===== config.mk =====
export PLATFORM = sky130hd
export DESIGN_NAME = hs_wire_state_encoder
export DESIGN_NICKNAME = d
export VERILOG_FILES = /design/src/rtl/cphy_tx_pkg.sv /design/src/rtl/hs_wire_state_next.sv /design/src/rtl/hs_wire_state_encoder.sv
export SDC_FILE = /design/constraint.sdc
export NUM_CORES = 1
export LEC_CHECK = 0
export ABC_CLOCK_PERIOD_IN_PS = 2000
export BUFFER_PORTS_ARGS = -buffer_cell sky130_fd_sc_hd__clkbuf_2
export CELL_PAD_IN_SITES_DETAIL_PLACEMENT = 2
export CELL_PAD_IN_SITES_GLOBAL_PLACEMENT = 2
export CORE_ASPECT_RATIO = 0.8
export CORE_MARGIN = 5
export CORE_UTILIZATION = 30
export DETAILED_ROUTE_END_ITERATION = 8
export GPL_ROUTABILITY_DRIVEN = 0
export PLACE_DENSITY_LB_ADDON = 0.08
export SLEW_MARGIN = 30
export SYNTH_ARGS = -nofsm -noshare
export SYNTH_HDL_FRONTEND = slang
export SYNTH_SLANG_ARGS = --single-unit
export TNS_END_PERCENT = 20

===== constraint.sdc =====
create_clock -name TxSymbolClkHS -period 2 [get_ports TxSymbolClkHS]
set_input_delay 0 -clock TxSymbolClkHS [delete_from_list [all_inputs] [get_ports TxSymbolClkHS]]
set_output_delay 0 -clock TxSymbolClkHS [all_outputs]
set_load 0.05 [all_outputs]

===== src/rtl/cphy_tx_pkg.sv =====
// Shared definitions for the C-PHY HS transmit path.
//   - Wire-state codes (WS_PX..WS_NZ): axis in code[2:1] (x/y/z), sign in code[0] (0 = +).
//   - Per-wire {PU,PD} drive levels (high, low, mid, off).
//   - Bit positions of Flip/Rotation/Polarity inside a serialized symbol.
//   - Encoder FSM state type.
//   - wire_levels(): maps a wire-state code to the {A,B,C} drive levels.
package cphy_tx_pkg;

  localparam logic [2:0] WS_PX = 3'd0;
  localparam logic [2:0] WS_NX = 3'd1;
  localparam logic [2:0] WS_PY = 3'd2;
  localparam logic [2:0] WS_NY = 3'd3;
  localparam logic [2:0] WS_PZ = 3'd4;
  localparam logic [2:0] WS_NZ = 3'd5;

  localparam logic [1:0] LVL_H   = 2'b10;
  localparam logic [1:0] LVL_L   = 2'b01;
  localparam logic [1:0] LVL_M   = 2'b11;
  localparam logic [1:0] LVL_OFF = 2'b00;

  localparam int SYM_FLIP = 2;
  localparam int SYM_ROT  = 1;
  localparam int SYM_POL  = 0;

  typedef enum logic [1:0] {
    IDLE   = 2'd0,
    ACTIVE = 2'd1,
    POST   = 2'd2
  } enc_fsm_e;

  // Returns {WireA, WireB, WireC}; illegal codes turn all drivers off.
  function automatic logic [5:0] wire_levels(input logic [2:0] ws);
    case (ws)
      WS_PX:   wire_levels = {LVL_H, LVL_L, LVL_M};
      WS_NX:   wire_levels = {LVL_L, LVL_H, LVL_M};
      WS_PY:   wire_levels = {LVL_M, LVL_H, LVL_L};
      WS_NY:   wire_levels = {LVL_M, LVL_L, LVL_H};
      WS_PZ:   wire_levels = {LVL_L, LVL_M, LVL_H};
      WS_NZ:   wire_levels = {LVL_H, LVL_M, LVL_L};
      default: wire_levels = {LVL_OFF, LVL_OFF, LVL_OFF};
    endcase
  endfunction

endpackage


===== src/rtl/hs_wire_state_next.sv =====
// Combinational wire-state transition function.
//   state_i : current wire-state code (must be 0..5; other codes are handled by the caller)
//   sym_i   : {Flip, Rotation, Polarity}
//   state_o : next wire-state code
// Flip toggles the sign on the same axis; otherwise the axis rotates forward (Rotation=1)
// or backward (Rotation=0) and the sign is kept only when Polarity=1.
module hs_wire_state_next
  import cphy_tx_pkg::*;
(
  input  logic [2:0] state_i,
  input  logic [2:0] sym_i,
  output logic [2:0] state_o
);

  logic [1:0] axis;
  logic       sign;
  logic [1:0] axis_n;
  logic       sign_n;

  always_comb begin
    axis   = state_i[2:1];
    sign   = state_i[0];
    axis_n = axis;
    sign_n = ~sign;
    if (!sym_i[SYM_FLIP]) begin
      if (sym_i[SYM_ROT]) begin
        case (axis)
          2'd0:    axis_n = 2'd1;
          2'd1:    axis_n = 2'd2;
          default: axis_n = 2'd0;
        endcase
      end else begin
        case (axis)
          2'd0:    axis_n = 2'd2;
          2'd1:    axis_n = 2'd0;
          default: axis_n = 2'd1;
        endcase
      end
      sign_n = sym_i[SYM_POL] ? sign : ~sign;
    end
    state_o = {axis_n, sign_n};
  end

endmodule


===== src/rtl/hs_wire_state_encoder.sv =====
// C-PHY HS wire-state encoder: consumes one serialized symbol per TxSymbolClkHS cycle,
// advances the 6-state wire-state machine and drives the trio line controls.
// Optional macro: HS_ENC_OUT_REG_EN adds an output register on Wire*, HsDrvEn and
// WordBoundary (latency 2 instead of 1).
// Ports:
//   TxSymbolClkHS   in  symbol clock
//   RstN            in  synchronous active-low reset
//   HsEncEn         in  symbol valid
//   SerSym[2:0]     in  {Flip, Rotation, Polarity}
//   WireA/B/C[1:0]  out {PU,PD} per trio wire
//   HsDrvEn         out HS drivers enabled
//   WireState[2:0]  out current wire-state code
//   WordBoundary    out pulse on the last symbol of each word
//   EncBusy         out FSM not idle
//   IllegalStateErr out sticky illegal wire-state flag
module hs_wire_state_encoder
  import cphy_tx_pkg::*;
#(
  parameter logic [2:0] INIT_STATE    = 3'd0,
  parameter int         POST_CYCLES   = 7,
  parameter int         SYMS_PER_WORD = 7
) (
  input  logic       TxSymbolClkHS,
  input  logic       RstN,
  input  logic       HsEncEn,
  input  logic [2:0] SerSym,
  output logic [1:0] WireA,
  output logic [1:0] WireB,
  output logic [1:0] WireC,
  output logic       HsDrvEn,
  output logic [2:0] WireState,
  output logic       WordBoundary,
  output logic       EncBusy,
  output logic       IllegalStateErr
);

  localparam int PH_W   = (SYMS_PER_WORD > 1) ? $clog2(SYMS_PER_WORD) : 1;
  localparam int POST_W = (POST_CYCLES > 1) ? $clog2(POST_CYCLES) : 1;
  localparam logic [PH_W-1:0]   PH_LAST   = PH_W'(SYMS_PER_WORD - 1);
  localparam logic [POST_W-1:0] POST_LAST = POST_W'(POST_CYCLES - 1);

  enc_fsm_e          fsm_q, fsm_d;
  logic [2:0]        ws_q, ws_d;
  logic [PH_W-1:0]   phase_q, phase_d;
  logic [POST_W-1:0] post_q, post_d;
  logic              wb_q, wb_d;
  logic              err_q, err_d;
  logic [2:0]        ws_next;
  logic              illegal;
  logic              apply;

  hs_wire_state_next u_next (
    .state_i (ws_q),
    .sym_i   (SerSym),
    .state_o (ws_next)
  );

  always_comb begin
    illegal = (ws_q > WS_NZ);
    fsm_d   = fsm_q;
    ws_d    = ws_q;
    phase_d = phase_q;
    post_d  = post_q;
    wb_d    = 1'b0;
    err_d   = err_q | illegal;
    apply   = 1'b0;

    case (fsm_q)
      IDLE: begin
        // First valid cycle only starts the burst; its symbol is the serializer's
        // pipeline fill and is dropped.
        if (HsEncEn) begin
          fsm_d   = ACTIVE;
          ws_d    = INIT_STATE;
          phase_d = '0;
        end
      end
      ACTIVE: begin
        if (HsEncEn) begin
          apply = 1'b1;
        end else begin
          fsm_d  = POST;
          post_d = '0;
        end
      end
      POST: begin
        // A resumed stream continues from the held state and word phase.
        if (HsEncEn) begin
          fsm_d = ACTIVE;
          apply = 1'b1;
        end else if (post_q == POST_LAST) begin
          fsm_d = IDLE;
        end else begin
          post_d = post_q + 1'b1;
        end
      end
      default: fsm_d = IDLE;
    endcase

    if (apply) begin
      ws_d    = ws_next;
      wb_d    = (phase_q == PH_LAST);
      phase_d = (phase_q == PH_LAST) ? '0 : phase_q + 1'b1;
    end

    // Corrupted state register recovers to the burst start state.
    if (illegal) begin
      ws_d = INIT_STATE;
    end
  end

  always_ff @(posedge TxSymbolClkHS) begin
    if (!RstN) begin
      fsm_q   <= IDLE;
      ws_q    <= INIT_STATE;
      phase_q <= '0;
      post_q  <= '0;
      wb_q    <= 1'b0;
      err_q   <= 1'b0;
    end else begin
      fsm_q   <= fsm_d;
      ws_q    <= ws_d;
      phase_q <= phase_d;
      post_q  <= post_d;
      wb_q    <= wb_d;
      err_q   <= err_d;
    end
  end

  logic [5:0] wires_p0;
  logic       drv_p0;

  always_comb begin
    drv_p0   = (fsm_q != IDLE);
    wires_p0 = drv_p0 ? wire_levels(ws_q) : 6'b000000;
  end

  assign WireState       = ws_q;
  assign EncBusy         = (fsm_q != IDLE);
  assign IllegalStateErr = err_q;

`ifdef HS_ENC_OUT_REG_EN
  // Output register stage
  logic [5:0] wires_p1;
  logic       drv_p1;
  logic       wb_p1;

  always_ff @(posedge TxSymbolClkHS) begin
    if (!RstN) begin
      wires_p1 <= 6'b000000;
      drv_p1   <= 1'b0;
      wb_p1    <= 1'b0;
    end else begin
      wires_p1 <= wires_p0;
      drv_p1   <= drv_p0;
      wb_p1    <= wb_q;
    end
  end

  assign {WireA, WireB, WireC} = wires_p1;
  assign HsDrvEn               = drv_p1;
  assign WordBoundary          = wb_p1;
`else
  assign {WireA, WireB, WireC} = wires_p0;
  assign HsDrvEn               = drv_p0;
  assign WordBoundary          = wb_q;
`endif

endmodule


==> run metrics, run 1 <==
CP max FO 8; CTS tree built; routed vias/inst 5.062; Slew Viols, Final 0; Reg-to-Reg Start fsm_q[0]$_SDFFE_PN0P_; maximum vdd drop 0.3526 mV; data required time at the worst endpoint 2170 ps; Final setup violation count 0; Placement Rows 17; Max Fclk 556.7 MHz; status finished clean; vias 815; Initial Util 31.48%; Post-CTS Setup Bufs 0; CP bufs+invs 1; Critical Path End Type register; final worst path period need 1796 ps; Ant. Diodes 0; worst slew pin tran 440.7 ps; placed wire-length estimate 1876 um; ys flop type dfxtp_1; Num CTS Buffers 3; Yosys reg bits 13; Die Wd 70.45 um; Synth Instances 106; post-synth cell types 42; synth top area cells dfxtp_1 (30%), ha_1 (8.6%), a21oi_1 (4.6%); I/O pin cnt 19; hold slack 87.78 ps; kind of critical path register to register; Longest Clk Path Bufs 2; Synth warnings 0; TNS Setup 0 ps; TritonCTS sink count 13; clock transition at the registers of the reported paths 60 ps; vias in the first global route 846; unrepaired setup endpoints after global routing false; area growth from synthesis to layout 17.12%; Post-synth ARST share 0%; flop-to-flop setup slack 200 ps; R2R cell count 5; Synth top area share 29.67%; cts repair resizes 0; Max Cap Violations 0; final hold vios 0; critical path's top delay family simple AND/OR/NAND/NOR gates; hold endpoint WireState[0]$_SDFFE_PP0P_; worst-path cell chain inv_1 -> ha_1 -> a21boi_0 -> or4b_1 -> a31oi_1; Post-synth EDFFs 0; Final period util 89.81%; Arrival @ worst endpoint 1970 ps; WHS Path Cells 3; Seq/Total Area, Yosys 29.67%; Worst slew margin 70.58%; Root Buffer clkbuf_8; power per cell area 737.6 nW/um^2; Fill cells 337; area of the core 2786 sq um; CP Launch Type register; Die Ht 58.36 um; DR pass1 iterations 4; commonest cells in the netlist dfxtp_1 (13), inv_1 (9), a21oi_1 (8); top cell type by total area after synthesis dfxtp_1; skew final 4.416 ps; largest net degree at the start of global routing 15; slowest stage cell, crit path or4b_1; count leader, synth dfxtp_1; cts hold-fix bufs 0; share of cells above drive strength 1 21.14%; Final Util 36.87%; ANT nets after route 0; worst hold path type input pin to register; die area 4111 sq um; number of port buffers 18; H-tree lvl count 1; crit-path max cell delay 500 ps; gr ovfl total 0; nets 136; initial antenna violation count 0; first-pass GRT wire length 4029 um; DR WL/cell 15.01 um; hold path start SerSym[0]; P_leak 0.4450 nW; post-synthesis cell area 877.1 sq um; DR iter-0 viols 17; Post-Syn Area per Cell 8.274 sq um; Reg-to-Reg End fsm_q[1]$_SDFFE_PN0P_; Syn Nets 118; DRC errors left 0; WL final 2417 um; gr usage total 12.40%; worst skew pair latency 250 ps
-- worst max path at each step --
stage                     cells after the start                         to  slack (ps)                      start
after global routing                          5  WireState[0]$_SDFFE_PP0P_          60      fsm_q[0]$_SDFFE_PN0P_
final                                         5      fsm_q[1]$_SDFFE_PN0P_         200      fsm_q[0]$_SDFFE_PN0P_
after floorplan                               4                   WireA[1]         150  WireState[1]$_SDFFE_PP0P_
after global placement                        5      fsm_q[1]$_SDFFE_PN0P_         250      fsm_q[0]$_SDFFE_PN0P_
after CTS                                     5  WireState[0]$_SDFFE_PP0P_         190      fsm_q[0]$_SDFFE_PN0P_
after detailed placement                      5  WireState[0]$_SDFFE_PP0P_         220      fsm_q[0]$_SDFFE_PN0P_
-- cell families after synthesis --
kind of cell	after synthesis	synth area share [%]
simple gates	36	24.82
mux	2	2.283
compound gates	31	23.25
buf+inv	15	8.414
fa+ha+maj	6	8.559
flops	13	29.67
xor+xnor	3	2.996
-- worst register-to-register path, cell delays in order (launching register included) --
cell,delay [ps]
dfxtp_1,420
inv_1,90
ha_1,310
a21boi_0,200
or4b_1,500
a31oi_1,190
-- registers in the layout, indices dropped and copies added (netlist names) --
signal,cells
IllegalStateErr,1
WireState,3
WordBoundary,1
fsm_q,2
phase_q,3
post_q,3
-- report_power, final --
group | internal [mW] | switching [mW]
combinational | 0.0656 | 0.171
clock | 0.141 | 0.0979
sequential | 0.268 | 0.0147
total | 0.474 | 0.284
-- per-stage QoR --
step | cells | total power [mW] | instance area (sq um) | worst slack (ps)
CTS | 161 | 0.7732 | 1027 | 193.9
global route | 161 | 0.8089 | 1027 | 58.17
finish | 161 | 0.7577 | 1027 | 203.7
global placement | 157 | 0.5219 | 982.2 | 247.0
detailed placement | 157 | 0.5277 | 982.2 | 224.0
floorplan | 106 | 0.4780 | 877.1 | 150.8
-- cell type report --
type                    instances  area [sq um]  share of cell area [%]
clock buffers                   4         45.04                   4.385
well taps                      38         47.55                   4.628
flip-flops and latches         13         260.3                   25.33
inverters                       9         33.78                   3.289
multi-input cells              78         543.0                   52.86
repair buffers                 19         97.59                   9.501
-- layout by cell type, fill, tap and decap left out, types with 2 or more instances in the layout --
| cell | synthesis | routed |
|---|---|---|
| mux2i_1 | 2 | 2 |
| a211o_1 | 3 | 3 |
| nor2_1 | 4 | 4 |
| ha_1 | 6 | 6 |
| clkbuf_2 | 1 | 18 |
| nand2_1 | 7 | 7 |
| o21a_1 | 2 | 2 |
| nand3b_1 | 4 | 4 |
| xnor2_1 | 2 | 2 |
| inv_1 | 9 | 9 |
| o21ai_0 | 7 | 7 |
| dfxtp_1 | 13 | 13 |
| a21oi_1 | 8 | 8 |
| a31oi_1 | 3 | 3 |
| nand3_1 | 2 | 2 |
| nand2b_1 | 4 | 4 |
| o211a_1 | 2 | 2 |
| clkbuf_8 | 0 | 3 |
| or2_2 | 2 | 2 |
-- metal layers --
metal / routed length [um] / global-route usage [%] / up-vias
li1: - / - / 413
met1: 1216 / 15.82 / 387
met2: 1095 / 20.93 / 13
met3: 93 / 3.754 / 2
met4: 12 / 2.459 / 0
met5: 0 / 0 / -
(Power assumes the default switching activity.)
==> run 2, diff against run 1 <==
- ABC_AREA: default -> 1
- BUFFER_PORTS_ARGS: -buffer_cell sky130_fd_sc_hd__clkbuf_2 -> default
- CORE_UTILIZATION: 30 -> 31
- DONT_BUFFER_PORTS: default -> 1
==> run metrics, run 2 <==
Yosys reg bits 13 (unchanged); ys flop type dfxtp_1; clock transition at the registers of the reported paths 100 ps (+40 ps); number of port buffers 0 (-18); nets 161 (+18%); Slew Viols, Final 0 (unchanged); initial antenna violation count 0 (unchanged); Placed Instances 176 (+12%); vias in the first global route 986 (+17%); top cell type by total area after synthesis dfxtp_1; Clock power frac 24.4% (-7.1 points); switch share 41.38% (+4.0 points); Synth top area share 31.33% (+1.7 points); final worst path period need 1767 ps (-28.86 ps); area of the core 2502 sq um (-10%); WL final 2911 um (+20%); P_leak 0.4789 nW (+7.6%); Syn Nets 143 (+21%); CP Launch Type register; cts hold-fix bufs 4 (+4); Die Ht 56.31 um (-3.5%); Arrival @ worst endpoint 1770 ps (-200 ps); Combinational Power Share 35.4% (+4.2 points); Critical Path End Type output port; Seq/Total Area, Yosys 31.33% (+1.7 points); largest net degree at the start of global routing 9 (-6); vias 906 (+11%); gr usage total 16.63% (+4.2 points); DR iter-0 viols 37 (+20); power per cell area 687.0 nW/um^2 (-6.9%); Int Power 0.4116 mW (-13%); H-tree lvl count 1 (unchanged); status finished clean; cts repair resizes 0 (unchanged); cell area after layout 1022 sq um (-0.49%); Synth warnings 0 (unchanged); share of cells above drive strength 1 16.22% (-4.9 points); unrepaired setup endpoints after global routing false; DR WL/cell 15.82 um (+5.4%); ANT nets after route 0 (unchanged); skew final 13.04 ps (+8.629 ps); most frequent cells in the layout nand2_1 (36), inv_1 (21), dfxtp_1 (13), nor2_1 (13), a21oi_1 (12); Longest Clk Path Bufs 2 (unchanged); TritonCTS sink count 13 (unchanged); synth top area cells dfxtp_1 (31%), nand2_1 (16%), inv_1 (9.5%); fin cells 184 (+14%); Area after DPL 954.7 sq um (-2.8%); Fill cells 307 (-8.9%); Reg-to-Reg Start fsm_q[0]$_SDFFE_PN0P_; Max Fclk 565.8 MHz (+1.6%); CP max FO 6 (-2); R2R cell count 9 (+4); maximum vdd drop 0.2236 mV (-37%); Num CTS Buffers 3 (unchanged); Final period util 88.37% (-1.4 points); Max Cap Violations 0 (unchanged); Final setup violation count 0 (unchanged); area growth from synthesis to layout 23.04%; Reg-to-Reg End post_q[2]$_SDFFE_PN0P_; worst hold path type input pin to register; flop-to-flop setup slack 400 ps (+200 ps); Ant. Diodes 0 (unchanged); count leader, synth nand2_1; CTS tree built; worst skew pair latency 290 ps (+40 ps); commonest cells in the netlist nand2_1 (36), inv_1 (21), dfxtp_1 (13), nor2_1 (13), a21oi_1 (12); routed vias/inst 4.924 (-2.7%); hold path start SerSym[2]; Post-synth EDFFs 0 (unchanged); post-synth cell types 19 (-55%); I/O pin cnt 19 (unchanged); placed wire-length estimate 2049 um (+9.2%); WHS Path Cells 3 (unchanged); hold endpoint WireState[0]$_SDFFE_PP0P_; Initial Util 33.20% (+1.7 points); Placement Rows 16 (-1); post-synthesis cell area 830.8 sq um (-5.3%); Post-synth ARST share 0% (unchanged); kind of critical path register to output port; Synth Instances 131 (+24%); most common cell after layout, fill and taps aside nand2_1; first-pass GRT wire length 4795 um (+19%); Post-Syn Area per Cell 6.342 sq um (-23%); TNS Setup 0 ps (unchanged); DRC errors left 0 (unchanged); Reg power frac 40.3% (+3.0 points); Post-CTS Setup Bufs 0 (unchanged); data required time at the worst endpoint 2000 ps (-170 ps); final hold vios 0 (unchanged); Root Buffer clkbuf_4; NetSw 0.2906 mW (+2.5%); DR pass1 iterations 2 (-2); Worst slew margin 66.50% (-4.1 points); Die Wd 67.88 um (-3.6%); worst slew pin tran 501.8 ps (+61.13 ps); die area 3822 sq um (-7.0%); gr ovfl total 0 (unchanged)
run 2: cell count changes after synthesis, moves of 4 or more:
cell	delta
a21oi_1	+4
inv_1	+12
nand2_1	+29
nand2b_1	-4
nand3_1	+8
nor2_1	+9
run 2: routing by layer:
metal | GRT usage [%] | up-vias | part of all wire (%)
met5 | 0 | - | 0
met4 | 4.249 | 0 | 1.5
met3 | 5.788 | 6 | 4.3
met2 | 27.74 | 17 | 48
met1 | 20.10 | 437 | 47
li1 | - | 446 | -
run 2: kinds of logic (layout without fill, tap and decap cells):
family	Yosys count	in the layout	synth area share, %
adders and majority gates	6	6	9.036
buffers and inverters	25	42	11.75
AOI/OAI and AO/OA	20	20	13.25
DFF	13	13	31.33
and+or+nand+nor	67	67	34.64
run 2: power by group through the flow:
stage,clock network (mW),logic [mW],registers (mW)
floorplan,0,0.160,0.302
global placement,0,0.229,0.287
detailed placement,0,0.237,0.288
CTS,0.176,0.247,0.282
global route,0.189,0.268,0.284
finish,0.171,0.248,0.283
run 2: final cells by class:
type | count | area (sq um) | area share (%)
clock buffers | 3 | 22.52 | 2.203
clock inverters | 1 | 5.005 | 0.4896
inverters | 24 | 90.09 | 8.813
multi-input cells | 93 | 484.2 | 47.37
flip-flops and latches | 13 | 260.3 | 25.46
well taps | 36 | 45.04 | 4.406
repair buffers | 14 | 115.1 | 11.26
run 2: worst max-delay path by stage:
stage                                startpoint                         to  slack [ps]  cells after the start
final                     fsm_q[0]$_SDFFE_PN0P_                   WireB[1]         230                      6
after detailed placement  fsm_q[0]$_SDFFE_PN0P_     post_q[2]$_SDFFE_PN0P_         520                      9
after floorplan           fsm_q[0]$_SDFFE_PN0P_                   WireB[1]        -140                      5
after CTS                 fsm_q[0]$_SDFFE_PN0P_                   WireB[1]         260                      6
after global routing      fsm_q[0]$_SDFFE_PN0P_                   WireB[1]         120                      6
after global placement    fsm_q[0]$_SDFFE_PN0P_  WireState[0]$_SDFFE_PP0P_         610                      8
run 2: worst max-delay path, cell delays in order, from the launching register on:
cell and delay, ps:
dfxtp_1 420, inv_1 110, ha_1 300, inv_2 170, nand2_1 90, nor3_1 170
buf_4 220
run 2: metrics by stage:
| stage | worst slack [ps] | total power, mW | util [%] | hold WS, ps |
|---|---|---|---|---|
| 2_1_floorplan | -137.1 | 0.4621 | - | 120.7 |
| 3_3_place_gp | 606.7 | 0.5158 | 38.15 | 125.0 |
| 3_5_place_dp | 517.1 | 0.5245 | 38.15 | 140.9 |
| 4_1_cts | 256.6 | 0.7059 | 40.85 | 1.455 |
| 5_1_grt | 116.8 | 0.7418 | 40.85 | 31.53 |
| 6_report | 232.6 | 0.7022 | 40.85 | 2.822 |
==> run 3, diff against run 2 <==
- CELL_PAD_IN_SITES_DETAIL_PLACEMENT: 2 -> default
- CELL_PAD_IN_SITES_GLOBAL_PLACEMENT: 2 -> default
- CORE_UTILIZATION: 31 -> 45
==> run metrics, run 3 (same netlist as run 2, synthesis figures left out) <==
status finished clean; most common cell after layout, fill and taps aside nand2_1; TritonCTS sink count 13 (unchanged); Area after DPL 929.6 sq um (-2.6%); Die Ht 48.43 um (-14%); worst skew pair latency 270 ps (-20 ps); slowest stage cell, crit path dfxtp_1; R2R cell count 8 (-1); DR WL/cell 11.33 um (-28%); area of the core 1692 sq um (-32%); die area 2811 sq um (-26%); Arrival @ worst endpoint 1670 ps (-100 ps); number of port buffers 0 (unchanged); most frequent cells in the layout nand2_1 (36), inv_1 (21), dfxtp_1 (13), nor2_1 (13), a21oi_1 (12); Longest Clk Path Bufs 2 (unchanged); Max Fclk 597.3 MHz (+5.6%); Placement Rows 13 (-3); CP max FO 5 (-1); worst-path cell chain inv_1 -> ha_1 -> inv_2 -> nand2_1 -> nor3_1 -> buf_4; Die Wd 58.04 um (-14%); clock transition at the registers of the reported paths 80 ps (-20 ps); DR pass1 iterations 4 (+2); CP Launch Type register; flop-to-flop setup slack 590 ps (+190 ps); Critical Path End Type output port; kind of critical path register to output port; crit-path max cell delay 400 ps (-20 ps); data required time at the worst endpoint 2000 ps (about the same); P_leak 0.4737 nW (-1.1%); I/O pin cnt 19 (unchanged); gr usage total 14.82% (-1.8 points); maximum vdd drop 0.5178 mV (+130%); placed wire-length estimate 1546 um (-25%); Root Buffer clkbuf_4; Critical Path Stages 6 (unchanged); gr ovfl total 0 (unchanged); skew final 0.5132 ps (-12.53 ps); Num CTS Buffers 3 (unchanged); vias 826 (-8.8%); CTS tree built; routed vias/inst 4.888 (-0.74%); Final Util 58.95% (+18 points); first-pass GRT wire length 3318 um (-31%); nets 160 (-0.62%); WL final 1914 um (-34%); Post-CTS Setup Bufs 0 (unchanged); initial antenna violation count 0 (unchanged); worst slew pin tran 501.3 ps (-0.5003 ps); post-layout power 0.6746 mW (-3.9%); Slew Viols, Final 0 (unchanged); DRC errors left 0 (unchanged); Reg-to-Reg Start fsm_q[0]$_SDFFE_PN0P_; CP bufs+invs 3 (unchanged); Reg-to-Reg End WireState[2]$_SDFFE_PP0P_; Final period util 83.71% (-4.7 points); DR iter-0 viols 19 (-49%); final hold vios 0 (unchanged); final worst path period need 1674 ps (-93.23 ps); Final setup violation count 0 (unchanged); cell area after layout 997.2 sq um (-2.4%); end of the critical path WireB[1]; H-tree lvl count 1 (unchanged); share of cells above drive strength 1 15.65% (-0.57 points); Initial Util 49.11% (+16 points); unrepaired setup endpoints after global routing false; largest net degree at the start of global routing 9 (unchanged); power per cell area 676.5 nW/um^2 (-1.5%); Ant. Diodes 0 (unchanged); Max Cap Violations 0 (unchanged); Worst slew margin 66.53% (about the same); CP Launch Point fsm_q[0]$_SDFFE_PN0P_; worst hold path type input pin to register; ANT nets after route 0 (unchanged); vias in the first global route 746 (-24%); critical path's top delay family buffers and inverters; area growth from synthesis to layout 20.03%
==> run 3: cell count changes in the layout (fill, tap and decap cells not counted), sizes merged <==
| cell | delta |
|---|---|
| buf | -1 |
==> run 3: layer usage <==
layer  GRT usage (%)  routed length, um  up-vias  share of wire (%)
li1                -                  -      447                  -
met1           19.81                962      356                 50
met3           6.349                137        0                7.2
met5               0                  0        -                  0
met2           22.37                814       23                 43
met4           2.317                  0        0                  0
==> run 3: worst min path at each step <==
stage | start | to | slack, ps | depth (start not counted)
after detailed placement | RstN | post_q[0]$_SDFFE_PN0P_ | 130 | 2
after CTS | SerSym[1] | WireState[2]$_SDFFE_PP0P_ | 9 | 5
after floorplan | RstN | post_q[0]$_SDFFE_PN0P_ | 120 | 2
final | SerSym[1] | WireState[2]$_SDFFE_PP0P_ | 20 | 5
after global routing | SerSym[1] | WireState[2]$_SDFFE_PP0P_ | 20 | 5
after global placement | RstN | post_q[2]$_SDFFE_PN0P_ | 130 | 2
==> run 3: metrics by stage <==
step	setup TNS [ps]	worst slack [ps]	cells	hold WS, ps
6_report	0	325.8	169	15.10
5_1_grt	0	164.1	169	24.57
4_1_cts	0	307.8	169	9.253
3_5_place_dp	0	608.4	161	132.1
3_3_place_gp	0	636.8	161	130.1
2_1_floorplan	-162.6	-137.1	131	120.7
==> run 3: area by class of cell <==
type / instances / area (sq um)
Timing Repair Buffer: 13 / 107.6
Clock buffer: 3 / 22.52
Inverter: 24 / 90.09
Sequential cell: 13 / 260.3
Fill cell: 167 / 694.4
Clock inverter: 1 / 5.005
Tap cell: 22 / 27.53
Multi-Input combinational cell: 93 / 484.2
==> run 3: worst min-delay path, stage by stage <==
cell and delay (ps):
nand2_1 40, nand2_1 50, nor2_1 40, nand2_1 70
a21oi_2 50
==> run 3: power by group <==
part / switching, mW / internal [mW]
clock network: 0.0876 / 0.0741
registers: 0.0132 / 0.269
logic: 0.166 / 0.0647
total: 0.266 / 0.408
==> run 3: timing repair <==
action	CTS	global route
setup endpoints to repair	0	0
resized for setup	0	0
endpoints found under the hold margin	12	0
hold buffers	4	0
